### src/rtl/shift_sub_divider_pkg.sv
// ---------------------------------------------------------------------------
// shift_sub_div_pkg
// Shared types and helpers for the restoring shift-subtract divider.
//   state_t        : divider FSM states (IDLE, CALC, DONE), 2 bits
//   step_cnt_width : width of the step counter, which must hold the value N
// No ports (package).
// ---------------------------------------------------------------------------
package shift_sub_div_pkg;

  typedef enum logic [1:0] {
    IDLE = 2'd0,
    CALC = 2'd1,
    DONE = 2'd2
  } state_t;

  // The counter is loaded with N and counts down to 0, so it needs enough
  // bits to represent N itself.
  function automatic int step_cnt_width(input int n);
    return $clog2(n + 1);
  endfunction

endpackage

### src/rtl/shift_sub_divider_if.sv
// ---------------------------------------------------------------------------
// shift_sub_divider_if
// Start/busy/done handshake and operand/result bus of the divider.
//   start       : request a division (master -> slave)
//   dividend    : N-bit unsigned dividend (master -> slave)
//   divisor     : N-bit unsigned divisor (master -> slave)
//   busy        : divider is working, high in CALC and DONE (slave -> master)
//   done        : one-cycle pulse, results valid (slave -> master)
//   quotient    : N-bit unsigned quotient (slave -> master)
//   remainder   : N-bit unsigned remainder (slave -> master)
//   div_by_zero : last result came from a zero divisor (slave -> master)
// Modports: master (controller side), slave (divider side).
// ---------------------------------------------------------------------------
interface shift_sub_divider_if #(
  parameter int N = 4
);

  logic         start;
  logic [N-1:0] dividend;
  logic [N-1:0] divisor;
  logic         busy;
  logic         done;
  logic [N-1:0] quotient;
  logic [N-1:0] remainder;
  logic         div_by_zero;

  modport master (
    output start, dividend, divisor,
    input  busy, done, quotient, remainder, div_by_zero
  );

  modport slave (
    input  start, dividend, divisor,
    output busy, done, quotient, remainder, div_by_zero
  );

endinterface

### src/rtl/shift_sub_divider_step_counter.sv
// ---------------------------------------------------------------------------
// div_step_counter
// Loadable down-counter that sequences the divider iterations.
//   clk      : rising-edge clock
//   rst      : synchronous active-high reset, clears the count
//   load     : load data_in (takes priority over en)
//   en       : decrement by one, saturating at 0
//   data_in  : value to load
//   data_out : current count
//   c_end    : high when the count is 0
// ---------------------------------------------------------------------------
module div_step_counter #(
  parameter int WIDTH = 3
) (
  input  logic             clk,
  input  logic             rst,
  input  logic             load,
  input  logic             en,
  input  logic [WIDTH-1:0] data_in,
  output logic [WIDTH-1:0] data_out,
  output logic             c_end
);

  // Count register: reset clears it, load wins over enable, and the
  // decrement stops at zero so a stray enable cannot wrap the count.
  always_ff @(posedge clk) begin
    if (rst) begin
      data_out <= '0;
    end else if (load) begin
      data_out <= data_in;
    end else if (en && (data_out != '0)) begin
      data_out <= data_out - WIDTH'(1);
    end
  end

  assign c_end = (data_out == '0);

endmodule

### src/rtl/shift_sub_divider.sv
// ---------------------------------------------------------------------------
// shift_sub_divider
// Sequential unsigned restoring divider, one quotient bit per clock.
//   clk : rising-edge clock
//   rst : synchronous active-high reset, aborts any division in progress
//   bus : shift_sub_divider_if.slave (start/dividend/divisor in,
//         busy/done/quotient/remainder/div_by_zero out)
// Optional feature macro: SHIFT_SUB_DIV_ZERO_DETECT_EN
//   defined   : a zero divisor skips the iterations and reports div_by_zero
//   undefined : a zero divisor runs the normal iterations, div_by_zero = 0
// The interface parameter N must match this module's N.
// ---------------------------------------------------------------------------
module shift_sub_divider
  import shift_sub_div_pkg::*;
#(
  parameter int N = 4
) (
  input  logic                clk,
  input  logic                rst,
  shift_sub_divider_if.slave  bus
);

  localparam int CNT_W = step_cnt_width(N);

  state_t           state;
  // The partial remainder A is N+1 bits wide conceptually, but after each
  // restore step it is always below the divisor, so its top bit is always
  // 0 and only the low N bits are stored; the trial subtraction below is
  // still done in N+1 bits.
  logic [N-1:0]     a_reg;
  logic [N-1:0]     q_reg;
  logic [N-1:0]     divisor_reg;
  logic [N-1:0]     quotient_reg;
  logic [N-1:0]     remainder_reg;
  logic             busy_reg;
  logic             done_reg;
`ifdef SHIFT_SUB_DIV_ZERO_DETECT_EN
  logic             dbz_reg;
  logic             fast_pending;
`endif

  logic [N:0]       a_shift;
  logic [N:0]       trial;
  logic [N-1:0]     a_next;
  logic [N-1:0]     q_next;
  logic             accept;
  logic             last_step;
  logic [CNT_W-1:0] step_count;
  logic             step_zero;

  // One restoring iteration: shift {A,Q} left, trial-subtract the divisor
  // from A, and keep the difference only if it did not go negative.
  always_comb begin
    a_shift = {a_reg, q_reg[N-1]};
    trial   = a_shift - {1'b0, divisor_reg};
    if (trial[N]) begin
      a_next = a_shift[N-1:0];
      q_next = {q_reg[N-2:0], 1'b0};
    end else begin
      a_next = trial[N-1:0];
      q_next = {q_reg[N-2:0], 1'b1};
    end
  end

  assign accept    = (state == IDLE) && bus.start;
  // The iteration that brings the counter from 1 to 0 is the last one; the
  // zero check only guards against an impossible empty CALC.
  assign last_step = (step_count == CNT_W'(1)) || step_zero;

  div_step_counter #(
    .WIDTH (CNT_W)
  ) u_step_counter (
    .clk      (clk),
    .rst      (rst),
    .load     (accept),
    .en       (state == CALC),
    .data_in  (CNT_W'(N)),
    .data_out (step_count),
    .c_end    (step_zero)
  );

  // Control FSM and datapath registers. Results are written only when a
  // division finishes, so they stay stable through the next operation
  // until its own done pulse. Reset clears everything and wins over all.
  always_ff @(posedge clk) begin
    if (rst) begin
      state         <= IDLE;
      a_reg         <= '0;
      q_reg         <= '0;
      divisor_reg   <= '0;
      quotient_reg  <= '0;
      remainder_reg <= '0;
      busy_reg      <= 1'b0;
      done_reg      <= 1'b0;
`ifdef SHIFT_SUB_DIV_ZERO_DETECT_EN
      dbz_reg       <= 1'b0;
      fast_pending  <= 1'b0;
`endif
    end else begin
      case (state)
        IDLE: begin
          done_reg <= 1'b0;
          if (bus.start) begin
            a_reg       <= '0;
            q_reg       <= bus.dividend;
            divisor_reg <= bus.divisor;
            busy_reg    <= 1'b1;
`ifdef SHIFT_SUB_DIV_ZERO_DETECT_EN
            // Zero divisor skips CALC; the result is posted on the way
            // out of DONE so it arrives together with its done pulse.
            if (bus.divisor == '0) begin
              state        <= DONE;
              fast_pending <= 1'b1;
            end else begin
              state        <= CALC;
            end
`else
            state <= CALC;
`endif
          end
        end

        CALC: begin
          a_reg <= a_next;
          q_reg <= q_next;
          if (last_step) begin
            state         <= DONE;
            quotient_reg  <= q_next;
            remainder_reg <= a_next;
            done_reg      <= 1'b1;
`ifdef SHIFT_SUB_DIV_ZERO_DETECT_EN
            dbz_reg       <= 1'b0;
`endif
          end
        end

        DONE: begin
          state    <= IDLE;
          busy_reg <= 1'b0;
`ifdef SHIFT_SUB_DIV_ZERO_DETECT_EN
          done_reg     <= fast_pending;
          fast_pending <= 1'b0;
          if (fast_pending) begin
            quotient_reg  <= '1;
            remainder_reg <= q_reg;
            dbz_reg       <= 1'b1;
          end
`else
          done_reg <= 1'b0;
`endif
        end

        default: begin
          state    <= IDLE;
          busy_reg <= 1'b0;
          done_reg <= 1'b0;
        end
      endcase
    end
  end

  assign bus.busy      = busy_reg;
  assign bus.done      = done_reg;
  assign bus.quotient  = quotient_reg;
  assign bus.remainder = remainder_reg;
`ifdef SHIFT_SUB_DIV_ZERO_DETECT_EN
  assign bus.div_by_zero = dbz_reg;
`else
  assign bus.div_by_zero = 1'b0;
`endif

endmodule

### src/flat_wrapper.sv
// flat-port wrapper written by rule: the top's interface ports become plain ports
module shift_sub_divider_flat import shift_sub_div_pkg::*;
#(
  parameter int N = 4
)
  (clk, rst, bus_start, bus_dividend, bus_divisor, bus_busy, bus_done, bus_quotient, bus_remainder, bus_div_by_zero);
  shift_sub_divider_if #(.N(N)) bus_i ();
  input  logic clk;
  input  logic rst;
  input wire logic [$bits(bus_i.start)-1:0] bus_start;
  input wire logic [$bits(bus_i.dividend)-1:0] bus_dividend;
  input wire logic [$bits(bus_i.divisor)-1:0] bus_divisor;
  output wire logic [$bits(bus_i.busy)-1:0] bus_busy;
  output wire logic [$bits(bus_i.done)-1:0] bus_done;
  output wire logic [$bits(bus_i.quotient)-1:0] bus_quotient;
  output wire logic [$bits(bus_i.remainder)-1:0] bus_remainder;
  output wire logic [$bits(bus_i.div_by_zero)-1:0] bus_div_by_zero;
  assign bus_i.start = bus_start;
  assign bus_i.dividend = bus_dividend;
  assign bus_i.divisor = bus_divisor;
  assign bus_busy = bus_i.busy;
  assign bus_done = bus_i.done;
  assign bus_quotient = bus_i.quotient;
  assign bus_remainder = bus_i.remainder;
  assign bus_div_by_zero = bus_i.div_by_zero;
  shift_sub_divider #(.N(N)) u_core (.clk(clk), .rst(rst), .bus(bus_i));
endmodule
### config.mk
export PLATFORM = sky130hd
export DESIGN_NAME = shift_sub_divider_flat
export DESIGN_NICKNAME = d
export VERILOG_FILES = /design/src/rtl/shift_sub_divider_pkg.sv /design/src/rtl/shift_sub_divider_if.sv /design/src/rtl/shift_sub_divider_step_counter.sv /design/src/rtl/shift_sub_divider.sv /design/src/flat_wrapper.sv
export SDC_FILE = /design/constraint.sdc
export NUM_CORES = 1
export LEC_CHECK = 0
export ABC_CLOCK_PERIOD_IN_PS = 3300
export CAP_MARGIN = 20
export CORE_MARGIN = 2
export CORE_UTILIZATION = 55
export DETAILED_ROUTE_END_ITERATION = 16
export PLACE_DENSITY_LB_ADDON = 0.05
export SKIP_CTS_REPAIR_TIMING = 1
export SLEW_MARGIN = 20
export SYNTH_ARGS = -nofsm -noshare
export SYNTH_HDL_FRONTEND = slang
export SYNTH_SLANG_ARGS = --single-unit
### constraint.sdc
create_clock -name clk -period 3.3 [get_ports clk]
set_input_delay 0.33 -clock clk [delete_from_list [all_inputs] [get_ports clk]]
set_output_delay 0.33 -clock clk [all_outputs]
set_load 0.005 [all_outputs]
==> metrics, run 1 <==
status=complete, no violations; CTS tree=built; remaining antenna violation count after routing=0; Fin. Hold Viols=0; HP Class=reg2reg; worst skew pair latency=0.33 ns; cts bufs inserted=3; Max Slew Vio Count=0; number of global-route vias before repair=1091; Worst Setup End Kind=flip-flop; routability cong.=0.867; Initial Util=59.1%; DRT iter0 DRCs=15; Peak supply drop=0.363 mV; critical path type=reg2reg; sequential fraction of the synthesis area=40.9%; Mapped Area=1320 µm²; TNS Setup=0 ns; worst slew pin tran=0.575 ns; fmax=0.444 GHz; M1 WL=1210 µm; CP required=3.56 ns; Hold Slack=0.470 ns; synthesized instance count=159; first-pass GRT wire length=4570 µm; WP data arrival=2.51 ns; synth warn=0; Max-slew headroom=61.6%; pin count of the biggest net entering global routing=15; Setup Viol. Count Final=0; Avg Inst Size Synth=8.30 µm²; Total Wirelength=2810 µm; final setup skew=0.0139 ns; 1st-pass router iterations=4; Core Rows=17; maxcap violations=0; Die H=53.0 µm; core area=2230 µm²; WL met2=1500 µm; Pwr Density=455 nW/µm²; Worst Path Max Fanout=6; IO Pins=22; CTS clk-pin slew, worst paths=0.15 ns; Yosys top cell area share=40.9%; nets@finish=196; Cell variety after synth=42; port bufs=20; Longest Clk Path Bufs=2; layout cells sized above 1=6.82%; metal3 WL=83 µm; clock tree root buffer cell=clkbuf_4; die width=53.0 µm; Leakage=0.580 nW; initial antenna violation count=0; EDFF count, synth=0; FF+latch count, synth=27; Max Used Layer=met4; Via Count=1155; antenna cells=0; area grow syn2layout=17.7%; DP Wirelength=2190 µm; clk sink count=27; DR DRC count=0; Final Cycle Share=68.2%; fin crit period=2.25 ns; via/cell ratio=5.66; WL per Instance=13.8 µm; DIE AREA=2810 µm²; GRT Overall Usage=22.8%; unrepaired setup endpoints after global routing=no; top cells by area, synth=dfxtp_1 (41%), a21oi_1 (7.6%), nand2_1 (7.4%); crit path launch type=flip-flop; Congestion Overflow GR=0; Main synth FF type=dfxtp_1; leading area contributor after synthesis=dfxtp_1; Syn Nets=178; ys async rst share=0%; Max H-tree Level=1
[synth_stat cells (2+ instances only)]
master    number
dfxtp_1       27
nand2_1       26
a21oi_1       20
inv_1         12
nor2_1        11
ha_1           7
clkbuf_1       6
nand3_1        6
nor3_1         4
a311oi_1       3
o211ai_1       3
nand2b_1       2
o21ai_0        2
o31ai_1        2
[critical path: stages (launching register included)]
cell,delay (ns)
dfxtp_1,0.35
inv_1,0.06
ha_1,0.14
inv_1,0.05
fa_1,0.39
and3_4,0.18
o21a_4,0.23
or4b_4,0.54
a311oi_2,0.24
[power breakdown]
part,internal (mW),total (mW),switching (mW)
clock,0.0475,0.146,0.0986
combinational,0.0867,0.190,0.104
sequential,0.352,0.371,0.0195
[final timing paths]
kind         slack [ns]  cells after the start                      end                    from
max                1.05                      8  u_core.bus.remainder[3]         u_core.q_reg[3]
min                0.47                      2   u_core.bus.quotient[3]  u_core.bus.quotient[3]
max reg2reg        1.05                      8  u_core.bus.remainder[3]         u_core.q_reg[3]
min reg2reg        0.47                      2   u_core.bus.quotient[3]  u_core.bus.quotient[3]
[cell type report]
class / count / area, µm²
repair buffers: 21 / 208
multi-input cells: 112 / 699
fillers: 186 / 679
clock buffers: 4 / 26.3
well taps: 28 / 35.0
flip-flops and latches: 27 / 541
inverters: 12 / 45.0
[cell families after synthesis]
group | Yosys count | share of synthesized area, %
flip-flops | 27 | 40.9
XOR/XNOR | 2 | 1.33
AND/OR/NAND/NOR | 59 | 21.1
buffers and inverters | 20 | 6.07
AO/OA/AOI/OAI | 42 | 22.1
other | 1 | 0.284
adder cells (fa/ha/maj) | 8 | 8.15
[layout by cell type, fill, tap and decap left out, types with 2 or more instances in the layout]
cell / netlist / routed
a311oi_1: 3 / 3
nor2_1: 11 / 11
o21ai_0: 2 / 2
a21oi_1: 20 / 20
dfxtp_1: 27 / 27
inv_1: 12 / 12
ha_1: 7 / 7
clkbuf_4: 0 / 3
nor3_1: 4 / 4
clkdlybuf4s50_1: 0 / 20
nand3_1: 6 / 6
o31ai_1: 2 / 2
nand2_1: 26 / 26
o211ai_1: 3 / 3
nand2b_1: 2 / 2
[routing by layer]
layer | vias up | GRT usage, %
li1 | 580 | -
met1 | 554 | 25.8
met2 | 16 | 42.3
met3 | 5 | 5.93
met4 | 0 | 5.13
met5 | - | 0
[through the flow]
stage                     cell area [µm²]  power [mW]  std cells  setup WS [ns]  utilization (%)
after global placement               1530       0.559        200           1.12             68.4
after floorplan                      1320       0.508        159           1.16                -
after global routing                 1550       0.749        204          0.931             69.6
after detailed placement             1530       0.568        200           1.06             68.4
final                                1550       0.708        204           1.05             69.6
after CTS                            1550       0.714        204           1.04             69.6
Power figures use the tool's default switching activity.
==> inputs of run 2 (changes only) <==
--- a/config.mk
+++ b/config.mk
@@ -5,10 +5,10 @@
 export SDC_FILE = /design/constraint.sdc
 export NUM_CORES = 1
 export LEC_CHECK = 0
-export ABC_CLOCK_PERIOD_IN_PS = 3300
+export ABC_CLOCK_PERIOD_IN_PS = 2200
 export CAP_MARGIN = 20
 export CORE_MARGIN = 2
-export CORE_UTILIZATION = 55
+export CORE_UTILIZATION = 52
 export DETAILED_ROUTE_END_ITERATION = 16
 export PLACE_DENSITY_LB_ADDON = 0.05
 export SKIP_CTS_REPAIR_TIMING = 1
==> constraint.sdc (replaced) <==
create_clock -name clk -period 2.2 [get_ports clk]
set_input_delay 0.22 -clock clk [delete_from_list [all_inputs] [get_ports clk]]
set_output_delay 0.22 -clock clk [all_outputs]
set_load 0.005 [all_outputs]
==> run 2 against run 1 <==
Count of clock-buffer cells in the layout unchanged. Critical endpoint unchanged. Final area up 5.4%. Critical path type unchanged. Combinational power grew 74%. First-iteration DRC count rose by 53%. Global-route usage up 0.083 points. Clock skew shrank 0.0032 ns.
==> metrics, run 2 (synthesis results as in run 1) <==
status=complete, no violations; DR DRC count=0; initial antenna violation count=0; Core Rows=18; HP Class=in2reg; routability cong.=0.847; GRT Overall Usage=22.9%; clock tree root buffer cell=clkbuf_4; DP Wirelength=2300 µm; Total Wirelength=3070 µm; unrepaired setup endpoints after global routing=yes; fmax=0.462 GHz; Final Cycle Share=98.3%; number of global-route vias before repair=1137; Longest Clk Path Bufs=2; antenna cells=0; Max H-tree Level=1; Peak supply drop=0.493 mV; commonest non-fill, non-tap cells in the layout=nand2_1 (26), dfxtp_1 (25), a21oi_1 (20), clkdlybuf4s50_1 (20), nor2_1 (11); Initial Util=54.3%; setup slack, reg-to-reg=0.04 ns; worst skew pair latency=0.34 ns; Congestion Overflow GR=0; Leakage=0.611 nW; CP required=2.47 ns; Via Count=1201; Hold Slack=0.428 ns; final setup skew=0.0106 ns; via/cell ratio=5.67; crit path launch type=flip-flop; fin crit period=2.16 ns; crit path cell chain=inv_2 > ha_4 > inv_2 > fa_2 > and3_4 > o21a_4 > or4b_4 > a311oi_2; Max-slew headroom=60.5%; nets@finish=202; maxcap violations=0; die width=54.4 µm; DIE AREA=2960 µm²; WL per Instance=14.5 µm; Fin. Hold Viols=0; critical path type=reg2reg; CTS clk-pin slew, worst paths=0.15 ns; WP data arrival=2.43 ns; Setup Viol. Count Final=0; area grow syn2layout=24.1%; clk sink count=27; critical path's slowest cell=or4b_4; DRT iter0 DRCs=23; Most Frequent Cell on Critical Path=inv_2; Max Slew Vio Count=0; Pwr Density=679 nW/µm²; placed instance area=1570 µm²; port bufs=20; first-pass GRT wire length=4820 µm; core area=2430 µm²; Worst Path Max Fanout=4; Die H=54.4 µm; Max stage delay on crit path=0.49 ns; cts bufs inserted=3; remaining antenna violation count after routing=0; Design Area, Final=1640 µm²; Worst Setup End Kind=flip-flop; CTS tree=built; commonest non-fill, non-tap cell in the layout=nand2_1; 1st-pass router iterations=4; fillcell total=221; pin count of the biggest net entering global routing=15; IO Pins=22; worst slew pin tran=0.590 ns; layout cells sized above 1=15.4%; Pwr Total=1.11 mW
run 2: cell count changes in the layout (fill, tap and decap cells not counted), sizes merged:
cell  before  now
buf        1    7
run 2: layer usage:
metal | vias to the layer above | track usage, % | routed length [µm]
met4 | 0 | 12.9 | 87
met1 | 556 | 26.6 | 1380
met3 | 12 | 3.28 | 95
met2 | 37 | 40.0 | 1510
met5 | - | 0 | 0
li1 | 596 | - | -
run 2: power by group:
part	internal (mW)	leakage, nW	switching, mW
Sequential	0.528	0.222	0.0304
Combinational	0.159	0.375	0.171
Clock	0.0713	0.0150	0.153
run 2: critical path, delay by kind of cell, from the launching register on:
family,cells,cell delay [ns]
AOI/OAI and AO/OA,2,0.45
buffers and inverters,2,0.10
DFF,1,0.36
and+or+nand+nor,2,0.67
adders and majority gates,2,0.51
run 2: through the flow:
step	TNS [ns]	instances	setup WS, ns	utilization (%)
after floorplan	0	159	0.0568	-
after global placement	0	207	0.0348	64.5
after detailed placement	-0.00158	207	-0.00158	64.5
after CTS	-0.0750	211	-0.0465	65.5
after global routing	-0.0443	212	-0.0417	67.3
final	0	212	0.0378	67.3
run 2: layout make-up:
cell class | count | area [µm²] | share of cell area [%]
Clock buffer | 4 | 26.3 | 1.60
Inverter | 12 | 45.0 | 2.75
Multi-Input combinational cell | 112 | 733 | 44.8
Sequential cell | 27 | 543 | 33.2
Tap cell | 30 | 37.5 | 2.29
Timing Repair Buffer | 27 | 253 | 15.4
run 2: path summary, 6_finish.rpt:
check,from,to,cells after the start
setup reg to reg,u_core.q_reg[3],u_core.bus.remainder[3],8
hold reg to reg,u_core.bus.done,u_core.bus.done,2
setup / recovery,u_core.q_reg[3],u_core.bus.remainder[3],8
hold / removal,bus_divisor[0],u_core.divisor_reg[0],3
==> inputs of run 3 (changes only) <==
--- a/config.mk
+++ b/config.mk
@@ -10,6 +10,7 @@
 export CORE_MARGIN = 2
 export CORE_UTILIZATION = 52
 export DETAILED_ROUTE_END_ITERATION = 16
+export HOLD_SLACK_MARGIN = 0.06
 export PLACE_DENSITY_LB_ADDON = 0.05
 export SKIP_CTS_REPAIR_TIMING = 1
 export SLEW_MARGIN = 20
==> results of run 3 <==
The final DEF is identical to that of run 2; final timing and power are the same.
